## config.mk

```make
export PLATFORM = sky130hd
export DESIGN_NAME = snoop_responder
export DESIGN_NICKNAME = d
export VERILOG_FILES = /design/src/rtl/snoop_responder.sv
export SDC_FILE = /design/constraint.sdc
export NUM_CORES = 1
export LEC_CHECK = 0
export ABC_AREA = 1
export CORE_UTILIZATION = 33
export CTS_CLUSTER_SIZE = 8
export DETAILED_ROUTE_END_ITERATION = 7
export GPL_TIMING_DRIVEN = 0
export PLACE_DENSITY = 0.69
export SLEW_MARGIN = 20
export SYNTH_ARGS = -nofsm -noshare
export SYNTH_HDL_FRONTEND = slang
export SYNTH_SLANG_ARGS = --single-unit
```

## constraint.sdc

```tcl
create_clock -name clk_i -period 11.1 [get_ports clk_i]
set_clock_uncertainty 0.05 [all_clocks]
set_input_delay 2.22 -clock clk_i [delete_from_list [all_inputs] [get_ports clk_i]]
set_output_delay 2.22 -clock clk_i [all_outputs]
set_load 0.005 [all_outputs]
```

## src/rtl/snoop_responder.sv

```systemverilog
// Snoop responder: accepts one coherent snoop at a time on the AC channel,
// looks the line up in the local cache tags, optionally updates the line
// state, answers on CR and, when data must be returned, streams the whole
// line on CD by reading it beat by beat from the line data array.
//
// Ports
//   clk_i, rst_i                  clock, asynchronous active-high reset
//   ac_valid_i/ac_ready_o         snoop request handshake
//   ac_addr_i/ac_snoop_i/ac_prot_i  snoop payload (prot is captured only)
//   lu_req_o/lu_addr_o            tag lookup request, held until granted
//   lu_gnt_i/lu_hit_i/lu_dirty_i/lu_shared_i  lookup result, valid with grant
//   upd_valid_o/upd_inval_o/upd_clean_o/upd_shared_o  one-cycle state update
//   rd_req_o/rd_beat_o/rd_data_i  line data read, data one cycle after req
//   cr_valid_o/cr_ready_i/cr_resp_o  snoop response
//   cd_valid_o/cd_ready_i/cd_data_o/cd_last_o  snoop data beats

package snoop_responder_pkg;

  typedef enum logic [3:0] {
    SNP_READ_ONCE             = 4'b0000,
    SNP_READ_SHARED           = 4'b0001,
    SNP_READ_CLEAN            = 4'b0010,
    SNP_READ_NOT_SHARED_DIRTY = 4'b0011,
    SNP_READ_UNIQUE           = 4'b0111,
    SNP_CLEAN_SHARED          = 4'b1000,
    SNP_CLEAN_INVALID         = 4'b1001,
    SNP_MAKE_INVALID          = 4'b1101,
    SNP_DVM_COMPLETE          = 4'b1110,
    SNP_DVM_MESSAGE           = 4'b1111
  } acsnoop_t;

  typedef logic [2:0] acprot_t;

  typedef struct packed {
    logic was_unique;     // [4]
    logic is_shared;      // [3]
    logic pass_dirty;     // [2]
    logic error;          // [1]
    logic data_transfer;  // [0]
  } resp_t;

endpackage

module snoop_responder
  import snoop_responder_pkg::*;
#(
  parameter int AddrWidth = 64,
  parameter int DataWidth = 64,
  parameter int LineBeats = 4
) (
  input  logic                         clk_i,
  input  logic                         rst_i,
  input  logic                         ac_valid_i,
  output logic                         ac_ready_o,
  input  logic [AddrWidth-1:0]         ac_addr_i,
  input  acsnoop_t                     ac_snoop_i,
  input  acprot_t                      ac_prot_i,
  output logic                         lu_req_o,
  output logic [AddrWidth-1:0]         lu_addr_o,
  input  logic                         lu_gnt_i,
  input  logic                         lu_hit_i,
  input  logic                         lu_dirty_i,
  input  logic                         lu_shared_i,
  output logic                         upd_valid_o,
  output logic                         upd_inval_o,
  output logic                         upd_clean_o,
  output logic                         upd_shared_o,
  output logic                         rd_req_o,
  output logic [$clog2(LineBeats)-1:0] rd_beat_o,
  input  logic [DataWidth-1:0]         rd_data_i,
  output logic                         cr_valid_o,
  input  logic                         cr_ready_i,
  output resp_t                        cr_resp_o,
  output logic                         cd_valid_o,
  input  logic                         cd_ready_i,
  output logic [DataWidth-1:0]         cd_data_o,
  output logic                         cd_last_o
);

  localparam int BeatW = $clog2(LineBeats);

  typedef enum logic [2:0] {
    S_IDLE,
    S_LOOKUP,
    S_RESP,
    S_DATA_RD,
    S_DATA_TX
  } state_t;

  // Everything the snoop type decides once the lookup result is known.
  typedef struct packed {
    resp_t resp;
    logic  upd;
    logic  inval;
    logic  clean;
    logic  shared;
  } action_t;

  state_t               state_q, state_d;
  logic [BeatW-1:0]     beat_q;
  logic [AddrWidth-1:0] addr_q;
  acsnoop_t             snoop_q;
  acprot_t              prot_q;
  resp_t                resp_q;
  logic [DataWidth-1:0] data_q;
  logic                 data_held_q;
  action_t              act;
  logic                 last_beat;

  // Protection attributes are recorded with the snoop but play no part in
  // the response; this reduction only keeps the captured copy referenced.
  logic unused_prot;
  assign unused_prot = ^prot_q;

  function automatic logic needs_lookup(acsnoop_t snoop);
    case (snoop)
      SNP_READ_ONCE, SNP_READ_SHARED, SNP_READ_CLEAN,
      SNP_READ_NOT_SHARED_DIRTY, SNP_READ_UNIQUE, SNP_CLEAN_SHARED,
      SNP_CLEAN_INVALID, SNP_MAKE_INVALID: return 1'b1;
      default:                             return 1'b0;
    endcase
  endfunction

  // Response for snoops that never touch the tags: DVM traffic answers
  // "nothing here", unknown encodings answer with the error bit.
  function automatic resp_t bypass_resp(acsnoop_t snoop);
    resp_t r;
    r = '0;
    if (!needs_lookup(snoop) &&
        snoop != SNP_DVM_COMPLETE && snoop != SNP_DVM_MESSAGE) begin
      r.error = 1'b1;
    end
    return r;
  endfunction

  function automatic action_t lookup_action(acsnoop_t snoop, logic hit,
                                            logic dirty, logic shared);
    action_t a;
    a = '0;
    if (hit) begin
      a.resp.was_unique = ~shared;
      case (snoop)
        SNP_READ_ONCE: begin
          a.resp.data_transfer = 1'b1;
          a.resp.is_shared     = 1'b1;
        end
        SNP_READ_SHARED, SNP_READ_NOT_SHARED_DIRTY: begin
          a.resp.data_transfer = 1'b1;
          a.resp.is_shared     = 1'b1;
          a.resp.pass_dirty    = dirty;
          a.upd                = 1'b1;
          a.shared             = 1'b1;
          a.clean              = dirty;
        end
        SNP_READ_CLEAN: begin
          a.resp.data_transfer = 1'b1;
          a.resp.is_shared     = 1'b1;
          a.upd                = 1'b1;
          a.shared             = 1'b1;
        end
        SNP_READ_UNIQUE: begin
          a.resp.data_transfer = 1'b1;
          a.resp.pass_dirty    = dirty;
          a.upd                = 1'b1;
          a.inval              = 1'b1;
        end
        SNP_CLEAN_SHARED: begin
          a.resp.data_transfer = dirty;
          a.resp.pass_dirty    = dirty;
          a.resp.is_shared     = 1'b1;
          a.upd                = 1'b1;
          a.clean              = dirty;
        end
        SNP_CLEAN_INVALID: begin
          a.resp.data_transfer = dirty;
          a.resp.pass_dirty    = dirty;
          a.upd                = 1'b1;
          a.inval              = 1'b1;
        end
        SNP_MAKE_INVALID: begin
          a.upd   = 1'b1;
          a.inval = 1'b1;
        end
        default: a = '0;
      endcase
    end
    return a;
  endfunction

  assign act       = lookup_action(snoop_q, lu_hit_i, lu_dirty_i, lu_shared_i);
  assign last_beat = (beat_q == BeatW'(LineBeats - 1));

  // NOTE: sequential state uses non-blocking assignments so every register
  // samples the pre-edge values, independent of statement order.
  always_ff @(posedge clk_i or posedge rst_i) begin
    if (rst_i) begin
      state_q     <= S_IDLE;
      beat_q      <= '0;
      addr_q      <= '0;
      snoop_q     <= SNP_READ_ONCE;
      prot_q      <= '0;
      resp_q      <= '0;
      data_q      <= '0;
      data_held_q <= 1'b0;
    end else begin
      state_q <= state_d;
      case (state_q)
        S_IDLE: begin
          if (ac_valid_i) begin
            addr_q  <= ac_addr_i;
            snoop_q <= ac_snoop_i;
            prot_q  <= ac_prot_i;
            resp_q  <= bypass_resp(ac_snoop_i);
          end
        end
        S_LOOKUP: begin
          if (lu_gnt_i) resp_q <= act.resp;
        end
        S_DATA_RD: begin
          data_held_q <= 1'b0;
        end
        S_DATA_TX: begin
          // Read data is only guaranteed in the first DATA_TX cycle; keep a
          // copy so the beat stays stable however long CD is stalled.
          if (!data_held_q) begin
            data_q      <= rd_data_i;
            data_held_q <= 1'b1;
          end
          // Power-of-two line length: the increment wraps to 0 by itself.
          if (cd_ready_i) beat_q <= beat_q + 1'b1;
        end
        default: ;
      endcase
    end
  end

  // NOTE: every output and next-state term gets a default before the case,
  // so no path through the block can leave a value unassigned (no latches).
  always_comb begin
    state_d      = state_q;
    ac_ready_o   = 1'b0;
    lu_req_o     = 1'b0;
    lu_addr_o    = '0;
    upd_valid_o  = 1'b0;
    upd_inval_o  = 1'b0;
    upd_clean_o  = 1'b0;
    upd_shared_o = 1'b0;
    rd_req_o     = 1'b0;
    rd_beat_o    = '0;
    cr_valid_o   = 1'b0;
    cr_resp_o    = '0;
    cd_valid_o   = 1'b0;
    cd_data_o    = '0;
    cd_last_o    = 1'b0;
    case (state_q)
      S_IDLE: begin
        // Ready is withheld while reset is still applied.
        ac_ready_o = ~rst_i;
        if (ac_valid_i) state_d = needs_lookup(ac_snoop_i) ? S_LOOKUP : S_RESP;
      end
      S_LOOKUP: begin
        lu_req_o  = 1'b1;
        lu_addr_o = addr_q;
        if (lu_gnt_i) begin
          state_d = S_RESP;
          if (act.upd) begin
            upd_valid_o  = 1'b1;
            upd_inval_o  = act.inval;
            upd_clean_o  = act.clean;
            upd_shared_o = act.shared;
          end
        end
      end
      S_RESP: begin
        cr_valid_o = 1'b1;
        cr_resp_o  = resp_q;
        if (cr_ready_i) state_d = resp_q.data_transfer ? S_DATA_RD : S_IDLE;
      end
      S_DATA_RD: begin
        rd_req_o  = 1'b1;
        rd_beat_o = beat_q;
        state_d   = S_DATA_TX;
      end
      S_DATA_TX: begin
        cd_valid_o = 1'b1;
        cd_data_o  = data_held_q ? data_q : rd_data_i;
        cd_last_o  = last_beat;
        if (cd_ready_i) state_d = last_beat ? S_IDLE : S_DATA_RD;
      end
      default: state_d = S_IDLE;
    endcase
  end

endmodule

```

* Word level (Yosys, flattened, before mapping)
Memory sizes are Yosys's and may differ from the RTL's.
Index checks and enable logic that the tools add are counted.
** Storage, ports and cells
- Memory bits (read-only) :: 32
- Memories :: 2
- Flip-flop bits (word level) :: 143
** Memory list
- (no name shown) :: depth 16, width 1, read ports 1, clocked after memory_dff 0, wr ports 0, RTL line 116 : case (snoop)
- (no name shown) :: depth 16, width 1, read ports 1, clocked after memory_dff 0, wr ports 0, RTL line 116
** Cells by class
- Reductions and logical operators :: 20
- $add $sub $neg :: 1
- Muxes and demuxes :: 49
- Bitwise logic cells :: 2
- Equality and inequality tests :: 18
** Operators with widths (count)
- $mux 64 :: 3
- $mux 1 :: 30
- $mux 5 :: 3
- $pmux 3 s5 :: 1
- $reduce_or 5->1 :: 3
- $eq 4x4->1 const B :: 3
- $mux 3 :: 4
- $pmux 5 s2 :: 1
- $mux 9 :: 1
- $reduce_or 3->1 :: 3
- $eq 4x2->1 const B :: 2
- $mux 2 :: 4
- $ne 2x2->1 const B :: 4
- $ne 4x4->1 const B :: 2
- $reduce_or 8->1 :: 1
- $reduce_or 7->1 :: 1
- $eq 3x2->1 const B :: 2
- $eq 4x1->1 const B :: 1
- $eq 4x3->1 const B :: 1
- $logic_not 4->1 :: 1
- $pmux 1 s2 :: 2
- $reduce_and 2->1 :: 2
- $reduce_and 4->1 :: 1
- $reduce_bool 2->1 :: 2
- 10 further kinds :: 12

* Logic depth before layout (Yosys ltp)
An unclocked memory read counts as a cell.
- Depth after elaboration :: 9
- Depth in mapped cells :: 8
- Gate-level depth less buffers :: 8

* Worst setup path after synthesis
No wires, ideal clock.
- Kind :: in2out
- Start :: input port lu_gnt_i
- End :: output port upd_clean_o
- Cell stages on the path :: 4
- Arrival time :: 2.691 ns
- Setup slack :: 6.139 ns
- Path buffers :: 0
- Cells stage by stage :: nand2_1 > nor2_1 > nand2_1 > nor2_1
** Between the ends
- Longest elaborated chain between the ends :: 2
** RTL lines
- start: declaration :: RTL line 60 : input logic lu_gnt_i,
- $mux 1 :: RTL line 264 : if (lu_gnt_i) begin
- $mux 1 :: RTL line 255 : case (state_q)
- end: declaration :: RTL line 66 : output logic upd_clean_o,
Every way passes these cells.

* Final worst setup path
- Start :: input port lu_gnt_i
- End :: output port upd_shared_o
** Between the ends
- Longest elaborated chain between the ends :: 2
** RTL lines
- $mux 1 :: RTL line 264
- $mux 1 :: RTL line 255
- end: declaration :: RTL line 67 : output logic upd_shared_o,
Every way passes these cells.

==> results.md <==
- Power density normalized to cell area: 241 mW/mm2
- Number of cells traversed by the worst hold path: 2
- Number of primary I/O pins: 289
- Setup repair after global routing missed its margin: false
- Met3 wire len: 2.01 mm
- Clock transition at the registers of the reported paths: 60 ps
- Post-synthesis instance area: 0.00694 mm2
- Proportion of synthesized chip area in sequential cells: 51.6%
- Most frequent cells in the layout: clkdlybuf4s50_1, nor2_1, dfrtp_1
- Half-perimeter wire length of the detailed placement result: about 16 mm
- Ratio of cells with drive above 1 in the final layout: 6.97%
- Antenna diode count: 0
- Combined global-route utilization of all metal layers: between 20% and 30%
- Crit path time final: 6140 ps
- Worst setup SP type: input port
- Lkg Pwr: 5.04 nW
- Number of clock sinks: between 100 and 150
- Layout overhead on the synthesized area: 54.9%
- Number of buffers added by the clock tree synthesis step: 17
- Max Root-Sink Buffers: 2
- Root buffer cell: clkbuf_16
- Number of failing hold endpoints at the final stage: 0
- Achievable frequency: 163 MHz
- Result of the run: finished clean
- Source of the worst hold timing path: data_q[27]$_DFFE_PP0N_
- Synth cell types: 22
- Die height: 147 um
- Residual overflow from global routing: 0
- DR pass1 iterations: 4
- Initial standard-cell utilization of the core: between 30% and 40%
- Syn Inst Count: 830
- Share of the cycle needed by the critical path after routing: 55.3%
- Via/cell ratio: 4.64
- Worst-case vdd ir drop: 120 uV
- Detailed-route wire length on metal 1: 9.25 mm
- Final Max Tran Viols: 0
- PostCTS Resize Cnt: 0
- Net Count, Synth: around 1000
- Placement Rows: 52
- Highest metal used: met4
- R2R Setup Slk: around 9400 ps
- TritonCTS clock tree: yes
- Total non-filler cell area in the finished layout: 0.0107 mm2
- CP startpoint: lu_gnt_i
- Insertion delay to the later sink of the worst-skew pair: 410 ps
- Worst reg2reg path endpoint: data_q[11]$_DFFE_PP0N_
- Number of global-route vias before repair: 6492
- Number of cells on the worst reg-to-reg path: 6
- Startpoint of the worst register-to-register path: state_q[0]$_DFFE_PP0P_
- Cts hold-fix bufs: 0
- Pin count of the biggest net entering global routing: 81
- Gpl congestion: ~0.84
- DRC: 0
- WHS Endpoint: data_q[27]$_DFFE_PP0N_
- Worst Path Max Fanout: 5
- YS warnings: 0
- Worst Setup End Kind: output pin
- Core Area: 0.0204 mm2
- Number of antenna violations at the first check in global routing: 0
- Drt initial violations: 232
- Met2 routed WL: about 10 mm
- Worst-Margin Slew: 835 ps
- Post-synthesis average cell area: approximately 8.4 um2
- Worst hold path type: flop to flop
- Type of the worst setup path: input port to output pin
- Setup fix buffers added after clock tree synthesis: 0
- Number of filler instances in the final layout: 1944
- Number of synthesized register bits: 143
- Count of nets after finishing: 1280
- Maximum Capacitance Violations: 0
- Avg WL per Cell: 15.2 um
- Placed inst area: 0.0102 mm2
- Signal arrival time at the worst endpoint: between 3000 and 4000 ps
- Port Buffer Count: 285
- Width of the die: 147 um
- Wirelength, routed: around 21 mm
- Commonest non-fill, non-tap cell in the layout: clkdlybuf4s50_1
- Number of failing setup endpoints in the final timing report: 0
- ANT nets after route: 0
- Die Area: 0.0216 mm2
- Data required time at the worst endpoint: around 9000 ps
- Vias after detailed routing: 6570
- Number of levels the H-tree was split into: 4
- Wire length of the first global-routing pass: 34.6 mm
- TNS Setup: 0 ps
- Worst relative slew slack: around 44%
-- cell families (layout without fill, tap and decap cells) --
| kind of cell | Yosys count | count (layout) | synth area share [%] |
|---|---|---|---|
| AOI/OAI and AO/OA | 141 | 141 | 10.2 |
| xor gates and xnor gates | 1 | 1 | 0.126 |
| adders and majority gates | 1 | 1 | 0.180 |
| buffers and inverters | 145 | 462 | 9.79 |
| DFF | 143 | 143 | 51.6 |
| muxes | 64 | 64 | 9.23 |
| and+or+nand+nor | 335 | 335 | 18.9 |
-- power by group --
group	leakage, nW	switching [W]	internal (W)
registers	1.65	0.000106	0.000771
clock network	0.268	0.000232	0.000337
logic	3.11	0.000611	0.000535
total	5.04	0.000949	0.00164
-- final cells by class --
type,count,area [um2],share of cell area [%]
Sequential cell,143,3580,33.3
Clock buffer,19,443,4.12
Clock inverter,12,138,1.28
Tap cell,270,338,3.14
Inverter,96,368,3.42
Multi-Input combinational cell,542,2680,25.0
Timing Repair Buffer,286,2880,26.8
Buffer,49,319,2.97
-- flip-flops by register name, indices dropped and copies added (netlist names) --
name and cells:
state_q 3, data_held_q 1, snoop_q 4, data_q 64, addr_q 64, beat_q 2, resp_q 5
-- metal layers --
metal | track usage (%) | vias up
li1 | - | 3228
met1 | 26.0 | 3061
met2 | 33.5 | 263
met3 | 6.37 | 18
met4 | 5.52 | 0
met5 | 0 | -
-- synthesized netlist by cell type --
library cell  number  share of area (%)
ha_1               1               0.18
nor3_1             3               0.22
inv_1             93                5.0
inv_2              3               0.16
and2_1             1              0.090
buf_2             27                1.9
buf_6             13                2.1
nand2_2            2               0.18
nor2_1           214                 12
clkbuf_1           8               0.43
mux2i_1           64                9.2
o22ai_1            1              0.090
xor2_1             1               0.13
o21ai_0           71                5.1
nor3_4             1               0.23
nand4_1            4               0.36
nand2_1           98                5.3
nor2_4             1               0.16
buf_4              1               0.11
dfrtp_1          143                 52
nand3_1           11               0.79
a21oi_1           69                5.0
-- through the flow --
step | power (W) | instances | hold slack [ps] | util [%] | worst slack, ps
final | 0.00259 | 1417 | 435 | 52.6 | 4960
after global routing | 0.00280 | 1417 | 457 | 52.6 | 4850
after CTS | 0.00262 | 1417 | 438 | 52.6 | 4940
after detailed placement | 0.00204 | 1386 | 423 | 49.8 | 4940
after global placement | 0.00201 | 1385 | 417 | 49.6 | 2660
after floorplan | 0.00155 | 830 | 392 | - | 4990
-- worst max-delay path: stages --
cell	delay (ps)
clkdlybuf4s50_1	530
nand2_1	70
nor2_1	290
nand2_1	150
nor2_1	100
clkdlybuf4s50_1	510
-- worst max path at each step --
stage                            end  slack [ps]  depth (start not counted)
2_1_floorplan  addr_q[0]$_DFFE_PP0P_        4990                          1
3_3_place_gp   addr_q[3]$_DFFE_PP0P_        2660                          2
5_1_grt                 upd_shared_o        4850                          6
6_report                upd_shared_o        4960                          6
3_5_place_dp            upd_shared_o        4940                          6
4_1_cts                 upd_shared_o        4940                          6
(Power assumes the default switching activity.)
